==> config.mk <==
export PLATFORM = sky130hd
export DESIGN_NAME = shift_right_pipe_flat
export DESIGN_NICKNAME = d
export VERILOG_FILES = /design/src/rtl/shift_right_pipe_if.sv /design/src/rtl/shift_right_pipe.sv /design/src/flat_wrapper.sv
export SDC_FILE = /design/constraint.sdc
export NUM_CORES = 1
export LEC_CHECK = 0
export CORE_MARGIN = 2
export CORE_UTILIZATION = 50
export DETAILED_ROUTE_END_ITERATION = 8
export MAX_ROUTING_LAYER = met4
export PLACE_DENSITY = 0.87
export SETUP_SLACK_MARGIN = 0.5
export SLEW_MARGIN = 20
export SYNTH_ARGS = -nofsm -noshare
export SYNTH_HDL_FRONTEND = slang
export SYNTH_SLANG_ARGS = --single-unit
==> constraint.sdc <==
create_clock -name clock -period 1.9 [get_ports clock]
set_input_delay 0.38 -clock clock [delete_from_list [all_inputs] [get_ports clock]]
set_output_delay 0.38 -clock clock [all_outputs]
set_load 0.005 [all_outputs]
==> src/rtl/shift_right_pipe_if.sv <==
// Valid/ready bundle for the two-stage right shifter: request side (in_*) and
// result side (out_*). The shifter attaches through the slave modport.
interface shift_right_pipe_if #(
  parameter int WIDTH = 32
);
  localparam int SHW = $clog2(WIDTH);

  logic             in_valid;
  logic             in_ready;
  logic [WIDTH-1:0] in_data;
  logic [SHW-1:0]   in_shamt;
  logic             in_arith;
  logic             out_valid;
  logic             out_ready;
  logic [WIDTH-1:0] out_data;

  modport master (
    output in_valid, in_data, in_shamt, in_arith, out_ready,
    input  in_ready, out_valid, out_data
  );

  modport slave (
    input  in_valid, in_data, in_shamt, in_arith, out_ready,
    output in_ready, out_valid, out_data
  );
endinterface

==> src/rtl/shift_right_pipe.sv <==
// Two-stage logarithmic right shifter (logical or arithmetic per transaction).
// Stage 1 resolves shifts of 1/2/4, the output stage resolves 8, 16, ...
module shift_right_pipe #(
  parameter int WIDTH = 32
) (
  input logic               clock,
  input logic               reset,
  shift_right_pipe_if.slave bus
);
  localparam int SHW = $clog2(WIDTH);
  localparam int HIW = SHW - 3;

  logic [WIDTH-1:0] s1_shift_s;
  logic [WIDTH-1:0] s2_shift_s;
  logic             fill_s;
  logic             s2_load_s;
  logic             in_ready_s;
  logic             in_fire_s;

  logic [WIDTH-1:0] s1_data_r;
  logic [HIW-1:0]   s1_hi_r;
  logic             s1_fill_r;
  logic             s1_valid_r;
  logic [WIDTH-1:0] out_data_r;
  logic             out_valid_r;

  // Shift right by amt, driving the vacated MSBs with the fill bit.
  function automatic logic [WIDTH-1:0] shr_fill(input logic [WIDTH-1:0] v,
                                                input int unsigned     amt,
                                                input logic            f);
    logic [WIDTH-1:0] mask;
    mask = ~({WIDTH{1'b1}} >> amt);
    if (f) begin
      return (v >> amt) | mask;
    end else begin
      return v >> amt;
    end
  endfunction

  // First shift stage: fine amounts 1, 2 and 4 from in_shamt[2:0].
  always_comb begin
    fill_s     = bus.in_arith & bus.in_data[WIDTH-1];
    s1_shift_s = bus.in_data;
    for (int k = 0; k < 3; k++) begin
      if (bus.in_shamt[k]) begin
        s1_shift_s = shr_fill(s1_shift_s, 32'd1 << k, fill_s);
      end else begin
        s1_shift_s = s1_shift_s;
      end
    end
  end

  // Second shift stage: coarse amounts 8, 16, ... from the stored upper shamt bits.
  always_comb begin
    s2_shift_s = s1_data_r;
    for (int k = 3; k < SHW; k++) begin
      if (s1_hi_r[k-3]) begin
        s2_shift_s = shr_fill(s2_shift_s, 32'd1 << k, s1_fill_r);
      end else begin
        s2_shift_s = s2_shift_s;
      end
    end
  end

  // Pipeline advance: S1 may refill whenever its content moves on in the same edge.
  always_comb begin
    s2_load_s  = s1_valid_r & (~out_valid_r | bus.out_ready);
    in_ready_s = ~reset & (~s1_valid_r | s2_load_s);
    in_fire_s  = bus.in_valid & in_ready_s;
  end

  // Stage 1 register: partial result, remaining shift bits and fill bit.
  always_ff @(posedge clock) begin
    if (reset) begin
      s1_valid_r <= 1'b0;
      s1_data_r  <= {WIDTH{1'b0}};
      s1_hi_r    <= {HIW{1'b0}};
      s1_fill_r  <= 1'b0;
    end else if (in_fire_s) begin
      s1_valid_r <= 1'b1;
      s1_data_r  <= s1_shift_s;
      s1_hi_r    <= bus.in_shamt[SHW-1:3];
      s1_fill_r  <= fill_s;
    end else if (s2_load_s) begin
      s1_valid_r <= 1'b0;
    end else begin
      s1_valid_r <= s1_valid_r;
    end
  end

  // Output register: holds the result stable until the downstream takes it.
  always_ff @(posedge clock) begin
    if (reset) begin
      out_valid_r <= 1'b0;
      out_data_r  <= {WIDTH{1'b0}};
    end else if (s2_load_s) begin
      out_valid_r <= 1'b1;
      out_data_r  <= s2_shift_s;
    end else if (bus.out_ready) begin
      out_valid_r <= 1'b0;
    end else begin
      out_valid_r <= out_valid_r;
    end
  end

  assign bus.in_ready  = in_ready_s;
  assign bus.out_valid = out_valid_r;
  assign bus.out_data  = out_data_r;
endmodule

==> src/flat_wrapper.sv <==
// flat-port wrapper written by rule: the top's interface ports become plain ports
module shift_right_pipe_flat 
#(
  parameter int WIDTH = 32
)
  (clock, reset, bus_in_valid, bus_in_data, bus_in_shamt, bus_in_arith, bus_out_ready, bus_in_ready, bus_out_valid, bus_out_data);
  shift_right_pipe_if #(.WIDTH(WIDTH)) bus_i ();
  input logic clock;
  input logic reset;
  input wire logic [$bits(bus_i.in_valid)-1:0] bus_in_valid;
  input wire logic [$bits(bus_i.in_data)-1:0] bus_in_data;
  input wire logic [$bits(bus_i.in_shamt)-1:0] bus_in_shamt;
  input wire logic [$bits(bus_i.in_arith)-1:0] bus_in_arith;
  input wire logic [$bits(bus_i.out_ready)-1:0] bus_out_ready;
  output wire logic [$bits(bus_i.in_ready)-1:0] bus_in_ready;
  output wire logic [$bits(bus_i.out_valid)-1:0] bus_out_valid;
  output wire logic [$bits(bus_i.out_data)-1:0] bus_out_data;
  assign bus_i.in_valid = bus_in_valid;
  assign bus_i.in_data = bus_in_data;
  assign bus_i.in_shamt = bus_in_shamt;
  assign bus_i.in_arith = bus_in_arith;
  assign bus_i.out_ready = bus_out_ready;
  assign bus_in_ready = bus_i.in_ready;
  assign bus_out_valid = bus_i.out_valid;
  assign bus_out_data = bus_i.out_data;
  shift_right_pipe #(.WIDTH(WIDTH)) u_core (.clock(clock), .reset(reset), .bus(bus_i));
endmodule
Yosys cells after proc, flatten, opt, wreduce, memory -nomap -nowiden
Index checks and enable logic that the tools add are counted.
{"block": "word_totals", "reg_bits": 69, "latchBits": 0, "ram_bits": 0, "mem_bits_ro": 0, "in_bits": 42, "out_inout_bits": 34, "word_cells": 31, "n_memories": 0}
{"block": "op_classes", "addsub": 0, "multipliers": 0, "div": 0, "n_lt_le_gt_ge": 0, "eq_ne": 0, "shifts": 0, "muxes": 14, "n_bitwise": 9, "reduce_logical": 2}
{"op": "$mux 32", "count": 10}
{"op": "$and 1x1->1", "count": 4}
{"op": "$mux 1", "count": 4}
{"op": "$reduce_bool 2->1", "count": 2}
{"op": "$not 1->1", "count": 3}
{"op": "$or 1x1->1", "count": 2}

Depth between registers and ports, before layout
Gate-level depths: netlist of the first run.
{"block": "depth", "word_depth": 7, "mapped_depth": 7, "depth_no_buf": 4}

Least setup slack after synthesis of the first run
OpenSTA, ideal clock, no wires.
{"block": "synth_path", "path_type": "input-to-reg", "start": "input bus_in_shamt[1]", "end": "register u_core.s1_data_r[19]", "setup_time_ps": 114, "t_arrival_ps": 1456, "required_time_ps": 1786, "slack_ps": 330, "cell_stages": 6, "path_buffers": 2, "cell_sequence": "buf_4 buf_2 mux2_2 mux2i_1 o22ai_1 a21o_1"}
{"block": "synth_between", "elab_chain_cells": 3}
{"element": "from (decl)", "line_no": "flat_wrapper.sv:12", "source": "input wire logic [$bits(bus_i.in_shamt)-1:0] bus_in_shamt;"}
{"element": "$mux 32 (*)", "line_no": "shift_right_pipe.sv:45", "source": "if (bus.in_shamt[k]) begin"}
{"element": "$mux 32", "line_no": "shift_right_pipe.sv:33", "source": "if (f) begin"}
{"element": "$mux 32 (*)", "line_no": "shift_right_pipe.sv:45"}
{"element": "to (signal assigned)", "line_no": "shift_right_pipe.sv:76", "source": "s1_data_r <= {WIDTH{1'b0}};"}
{"element": "to (signal assigned)", "line_no": "shift_right_pipe.sv:81", "source": "s1_data_r <= s1_shift_s;"}
{"element": "to (decl)", "line_no": "shift_right_pipe.sv:20", "source": "logic [WIDTH-1:0] s1_data_r;"}
Mark *: on every way between the ends. The rest lies on a longest branch, timed or not.
A chain may end at the register's enable or synchronous reset.

Worst setup path in the final report of the first run
{"block": "layout_path", "start": "register u_core.out_valid_r, in the netlist u_core.bus.out_valid", "end": "register u_core.s1_data_r[16]"}
{"block": "layout_between", "elab_chain_cells": 6}
{"element": "from (decl)", "line_no": "shift_right_pipe.sv:25", "source": "logic out_valid_r;"}
{"element": "from (signal assigned)", "line_no": "shift_right_pipe.sv:102", "source": "out_valid_r <= out_valid_r;"}
{"element": "$not 1->1", "line_no": "shift_right_pipe.sv:67", "source": "s2_load_s = s1_valid_r & (~out_valid_r | bus.out_ready);"}
{"element": "$or 1x1->1", "line_no": "shift_right_pipe.sv:67"}
{"element": "$and 1x1->1", "line_no": "shift_right_pipe.sv:67"}
{"element": "$or 1x1->1", "line_no": "shift_right_pipe.sv:68", "source": "in_ready_s = ~reset & (~s1_valid_r | s2_load_s);"}
{"element": "$and 1x1->1", "line_no": "shift_right_pipe.sv:68"}
{"element": "$and 1x1->1", "line_no": "shift_right_pipe.sv:69", "source": "in_fire_s = bus.in_valid & in_ready_s;"}
No other way between the ends.

==> results of run 1 <==
[layer usage]
metal / up-vias / global-route usage / part of all wire
met3: 102 / 0.03071 / 0.086
li1: 1711 / - / -
met5: - / - / 0
met2: 334 / 0.4710 / 0.47
met4: 0 / 0.1528 / 0.066
met1: 1789 / 0.3425 / 0.37
[power by group through the flow]
stage	logic, uW	clock network (uW)	registers [uW]
floorplan	483	0	1620
global placement	743	0	1650
detailed placement	765	0	1660
CTS	849	1250	1630
global route	996	1310	1640
finish	947	1280	1640
[what timing repair did]
action	CTS	global route
setup buffers	8	5
gates resized for setup	113	25
endpoints found under the setup margin	89	55
pin swaps	29	12
cloned	3	4
[area by class of cell]
class,count,share of cell area
timing repair buffer,119,0.2271
clock inverter,3,0.007659
antenna,1,0.0004506
multi-input combinational,300,0.4571
sequential,69,0.2516
tap,99,0.02230
inverter,5,0.003379
clock buffer,13,0.03041
[kinds of logic (layout without fill, tap and decap cells)]
logic type | Yosys count | in the layout
AND/OR/NAND/NOR | 95 | 95
buffers and inverters | 42 | 140
other | 0 | 1
AO/OA/AOI/OAI | 123 | 123
multiplexers | 82 | 82
flip-flops | 69 | 69
[stage by stage]
stage	setup slack (ns)	util
after detailed placement	-0.1331	0.6545
after floorplan	0.4093	-
final	0.2488	0.7576
after global routing	0.2471	0.7576
after CTS	0.3354	0.7278
after global placement	-0.1323	0.6545
[critical path: cells and delay by family, from the launching register on]
kind                   cells  cell delay [ns]
DFF                        1             0.33
AOI/OAI and AO/OA          2             0.30
and+or+nand+nor            2             0.63
buffers and inverters      2             0.32
[path summary, 6_finish.rpt]
kind                                           endpoint  slack (ns)
worst max-delay path               u_core.s1_data_r[16]        0.25
worst max register to register     u_core.s1_data_r[16]        0.25
worst min-delay path            u_core.bus.out_data[11]        0.45
worst min register to register  u_core.bus.out_data[11]        0.45
[Yosys cell counts (4+ instances only)]
master and n:
buf_4 4, a211oi_1 4, nand2_1 50, o21ai_0 14, o22ai_1 18, a22oi_1 5
nand3_1 4, dfxtp_1 69, mux2_2 33, mux4_2 13, nor3_1 6, o211ai_1 18
clkbuf_1 18, nand2b_1 4, a21o_1 18, nor2_1 22, inv_1 5, buf_2 13
mux2i_1 35, a21oi_1 37
[sequential cells by signal (all words and copies together) (netlist names)]
name,flops
u_core.bus.out_data,32
u_core.s1_data_r,32
u_core.s1_hi_r,2
u_core.bus.out_valid,1
u_core.s1_fill_r,1
u_core.s1_valid_r,1
[placed cells by master (no fill, tap or decap), types with 8 or more instances in the layout]
master	Yosys	routed
buf_12	1	8
a21oi_1	37	37
dlygate4sd2_1	0	48
buf_4	4	21
clkdlybuf4s50_1	0	22
dfxtp_1	69	58
nand2_1	50	48
o211ai_1	18	18
nor2_1	22	19
buf_6	0	8
mux4_2	13	13
mux2i_1	35	24
dfxtp_2	0	10
o21ai_0	14	8
mux2_2	33	27
clkbuf_8	0	12
a21o_1	18	18
o22ai_1	18	8
==> run_results.csv, run 1 <==
group,metric,value,unit
synthesis,synth_flop_cell,"dfxtp_1",
clock_network,clk_pin_slew,0.08,ns
detailed_routing,viasPerCell,6.463,
die,start_util,0.5204,
clock_network,clk_latency,0.36,ns
die,coreArea,7331,um2
hold_path,hold_class,"reg -> reg",
synthesis,yosysWarnings,0,
critical_path,rr_startpoint,"u_core.bus.out_valid",
clock_network,cts_tree,"built",
power,power_frac_clock,0.331,
clock_network,postCtsHoldBufs,0,
die,io_pins,76,
synthesis,synth_fa_ha_area_frac,0,
die,fp.dieArea,8345,um2
synthesis,synth-simple-area-share,0.1069,
power,powerDensity,695.3,nW/um2
power,p_leak,0.002436,uW
grt,antenna_found_initial,1,
detailed_routing,drt_pass1_iterations,5,
finish,final_nets,546,
placed_design,gp_congestion,0.8725,
sta,finalCritPeriodShare,0.8691,
synthesis,yosysSeqAreaShare,0.3621,
sta,rsz0062_at_grt,"yes",
critical_path,critPathKind,"reg -> reg",
job,maxCapViolations,0,
sta,timing.hold.ws,0.4543,ns
synthesis,synth_edf_count,0,
status,status,"completed",
grt,grt_first_pass_wirelength,18.20,mm
critical_path,cp_cell_sequence,"and3b_2 > or3_4 > buf_4 > buf_16 > o22ai_2 > a21o_1",
finish,area_growth,45.59,%
critical_path,cp-start-kind,"flip-flop",
placed_design,placed_cells,572,
power,p_sw,1119,uW
synthesis,postSynthCellCount,411,
critical_path,end_kind,"flip-flop",
grt,grt_pass1_vias,3665,
synthesis,ys_top_cells_by_area,"dfxtp_1, mux2_2, mux2i_1",
die,die_w,91.35,um
sta,finalSetupTns,0,ns
sta,max_freq,605.6,MHz
grt,overflow,0,
synthesis,synth_area_leader_cell,"dfxtp_1",
critical_path,critPathMaxFanout,5,
synthesis,synthArstFlopShare,0,
synthesis,synth_compound_area_frac,0.2079,
detailed_routing,routedWlPerCell,21.00,um
finish,multi_input_area,2539,um2
finish,seq_area,1398,um2
synthesis,synth_top_area_frac,0.3621,
clock_network,cts_sinks,69,
detailed_routing,drt-initial-drc-count,514,
critical_path,cp-startpoint,"u_core.bus.out_valid",
clock_network,clockRootBuffer,"clkbuf_8",
die,chipHeight,91.35,um
die,rows,31,
hold_path,min_path_cells,2,
synthesis,syn_avg_cell_area,9.282,um2
finish,fill_cells,444,
sta,hold_violations,0,
synthesis,muxShareOfSynthArea,0.2689,
sta,finalMaxSlewViolations,0,
power,p_int,2743,uW
placed_design,hpwl,7.431,mm
critical_path,critical-path-slowest-cell,"or3_4",
synthesis,synth_top_family_by_area,"multiplexers",
detailed_routing,vias,3936,
clock_network,cts_buffers,9,
power,peakVddDrop,370.9,uV
finish,fin_area,5554,um2
synthesis,syn_area,3815,um2
sta,setup_viol,0,
grt,track_usage,0.2848,
sta,worst_clock_skew,0.01351,ns
power,power_frac_seq,0.424,
hold_path,hold_path.startpoint,"u_core.bus.out_data[11]",
critical_path,worstPathArrival,1.95,ns
critical_path,reg2reg_depth,6,
synthesis,synthXorXnorAreaFrac,0,
placed_design,placedInstanceArea,4798,um2
synthesis,ys_ff_latch,69,
detailed_routing,drc_errors,0,
sta,slew_headroom,0.6598,
sta,period_minus_slack,1.651,ns
clock_network,clock_path_buffers,2,
finish,final_cell_count_no_fill,609,
clock_network,cts_htree_levels,3,
critical_path,cpPeakStageDelay,0.39,ns
power,power,3862,uW
grt,grt_max_degree,41,
detailed_routing,drt_wl_total,12.79,mm
finish,drive_above_1_share,0.3261,
synthesis,synth_nets,453,
detailed_routing,ant_nets,0,
critical_path,required,2.20,ns
placed_design,port_buffers,75,
sta,worst_pin_slew,0.4961,ns
power,p_comb_frac,0.245,
power,swShare,0.2898,
synthesis,synth.distinct_cells,38,
Power figures use the tool's default switching activity.
==> run 2: changes to the inputs <==
--- a/config.mk
+++ b/config.mk
@@ -7,10 +7,11 @@
 export LEC_CHECK = 0
 export CORE_MARGIN = 2
 export CORE_UTILIZATION = 50
+export CTS_BUF_LIST = sky130_fd_sc_hd__clkbuf_2
 export DETAILED_ROUTE_END_ITERATION = 8
 export MAX_ROUTING_LAYER = met4
 export PLACE_DENSITY = 0.87
-export SETUP_SLACK_MARGIN = 0.5
+export SETUP_SLACK_MARGIN = 0.02
 export SLEW_MARGIN = 20
 export SYNTH_ARGS = -nofsm -noshare
 export SYNTH_HDL_FRONTEND = slang
==> run_results.csv, run 2 (same netlist as run 1, synthesis figures left out) <==
group,metric,value,unit
sta,worst_clock_skew,0.03477,ns
critical_path,reg2reg_slack,0.34,ns
power,p_int,2397,uW
finish,fin_area,4946,um2
critical_path,cpPeakStageDelay,0.51,ns
die,io_pins,76,
placed_design,port_buffers,75,
critical_path,reg2reg_depth,5,
detailed_routing,ant_nets,0,
detailed_routing,viasPerCell,5.842,
die,die_w,91.35,um
clock_network,clk_pin_slew,0.20,ns
sta,finalSetupTns,0,ns
critical_path,critical-path-slowest-cell,"clkdlybuf4s50_1",
placed_design,placedInstanceArea,4805,um2
clock_network,cts_htree_levels,3,
power,swShare,0.2881,
detailed_routing,routedWlPerCell,16.89,um
finish,final_cell_count_no_fill,596,
clock_network,clock_path_buffers,2,
detailed_routing,drt_wl_total,10.06,mm
sta,max_freq,555.0,MHz
finish,antenna_cells,0,
power,p_leak,0.002022,uW
hold_path,hold_end,"u_core.s1_hi_r[1]",
die,fp.dieArea,8345,um2
detailed_routing,drt-initial-drc-count,166,
power,power_frac_seq,0.484,
sta,hold_violations,0,
sta,period_minus_slack,1.802,ns
die,start_util,0.5204,
critical_path,critPathKind,"reg -> out",
power,power_frac_clock,0.285,
hold_path,min_path_cells,3,
clock_network,cts_tree,"built",
job,maxCapViolations,0,
power,powerDensity,680.8,nW/um2
power,p_comb_frac,0.231,
finish,final_common_cell,"clkdlybuf4s50_1",
grt,grt_first_pass_wirelength,16.33,mm
die,coreArea,7331,um2
sta,rsz0062_at_grt,"no",
finish,drive_above_1_share,0.2052,
status,status,"completed",
critical_path,critical_path.top_delay_family,"buffers and inverters",
grt,grt_max_degree,31,
sta,finalCritPeriodShare,0.9483,
grt,grt_pass1_vias,3329,
die,rows,31,
sta,setup_viol,0,
critical_path,cp_cell_sequence,"clkdlybuf4s50_1",
sta,finalMaxSlewViolations,0,
hold_path,hold_class,"in -> reg",
critical_path,path_buf_inv,1,
placed_design,gp_congestion,0.9656,
detailed_routing,vias,3482,
sta,slew_headroom,0.6575,
hold_path,hold_path.startpoint,"bus_in_shamt[4]",
clock_network,clockRootBuffer,"clkbuf_2",
sta,worst_pin_slew,0.5118,ns
critical_path,reg2reg_to,"u_core.s1_data_r[6]",
placed_design,hpwl,7.774,mm
grt,overflow,0,
critical_path,critPathMaxFanout,2,
power,peakVddDrop,364.0,uV
clock_network,clk_latency,0.52,ns
grt,antenna_found_initial,0,
finish,fill_cells,555,
critical_path,end_kind,"primary output",
critical_path,cp-start-kind,"flip-flop",
critical_path,rr_startpoint,"u_core.s1_valid_r",
sta,timing.hold.ws,0.4289,ns
clock_network,cts_sinks,69,
finish,final_cell_mix,"clkdlybuf4s50_1, dfxtp_1, nand2_1",
clock_network,cts_buffers,9,
finish,area_growth,29.65,%
critical_path,required,1.52,ns
grt,track_usage,0.2538,
power,p_sw,970.1,uW
die,chipHeight,91.35,um
critical_path,worstPathArrival,1.42,ns
detailed_routing,drc_errors,0,
finish,final_nets,534,
placed_design,placed_cells,579,
detailed_routing,drt_pass1_iterations,5,
==> run 2: power by group through the flow <==
stage                     logic [uW]  clock network [uW]  registers (uW)
final                            779                 958            1630
after global routing             841                1020            1640
after CTS                        775                 966            1630
after detailed placement         766                   0            1660
after global placement           746                   0            1650
after floorplan                  463                   0            1620
==> run 2: repair_timing <==
action	CTS	global route
gates resized for setup	3	3
pin swaps	0	1
setup buffers	1	0
hold buffers	0	0
setup endpoints to repair	1	2
==> run 2: worst max-delay path by stage <==
| stage | from | end | cells past startpoint |
|---|---|---|---|
| global placement | bus_in_shamt[1] | u_core.s1_data_r[8] | 6 |
| floorplan | bus_in_shamt[1] | u_core.s1_data_r[19] | 6 |
| global route | u_core.bus.out_data[31] | bus_out_data[31] | 1 |
| detailed placement | bus_in_shamt[1] | u_core.s1_data_r[8] | 6 |
| finish | u_core.bus.out_data[31] | bus_out_data[31] | 1 |
| CTS | u_core.bus.out_valid | bus_in_ready | 3 |
==> run 2: final cells by class <==
cell class / instances / area [um2] / share of cell area
multi-input combinational: 300 / 2227 / 0.4503
sequential: 69 / 1385 / 0.2800
timing repair buffer: 107 / 1056 / 0.2135
tap: 99 / 123.9 / 0.02504
clock inverter: 7 / 90.09 / 0.01821
clock buffer: 9 / 45.04 / 0.009107
inverter: 5 / 18.77 / 0.003795
==> run 2: per-layer routing <==
| layer | up-vias | wire, um | track usage | part of all wire |
|---|---|---|---|---|
| met3 | 17 | 539 | 0.04315 | 0.054 |
| met2 | 130 | 4987 | 0.4284 | 0.50 |
| met5 | - | 0 | - | 0 |
| met4 | 0 | 165 | 0.07702 | 0.016 |
| met1 | 1650 | 4372 | 0.3123 | 0.43 |
| li1 | 1685 | - | - | - |
==> run 2: through the flow <==
step	setup slack, ns	utilization	power [uW]
6_report	0.09823	0.6747	3367
3_5_place_dp	-0.2634	0.6554	2424
3_3_place_gp	-0.2278	0.6554	2396
5_1_grt	0.02544	0.6747	3504
2_1_floorplan	0.3299	-	2087
4_1_cts	0.04841	0.6750	3367
==> run 2: worst reg2reg max path, delay by kind of cell (launching register included) <==
kind                   cells  cell delay [ns]
AO/OA/AOI/OAI              2             0.37
buffers and inverters      1             0.21
flip-flops                 1             0.36
AND/OR/NAND/NOR            2             0.56
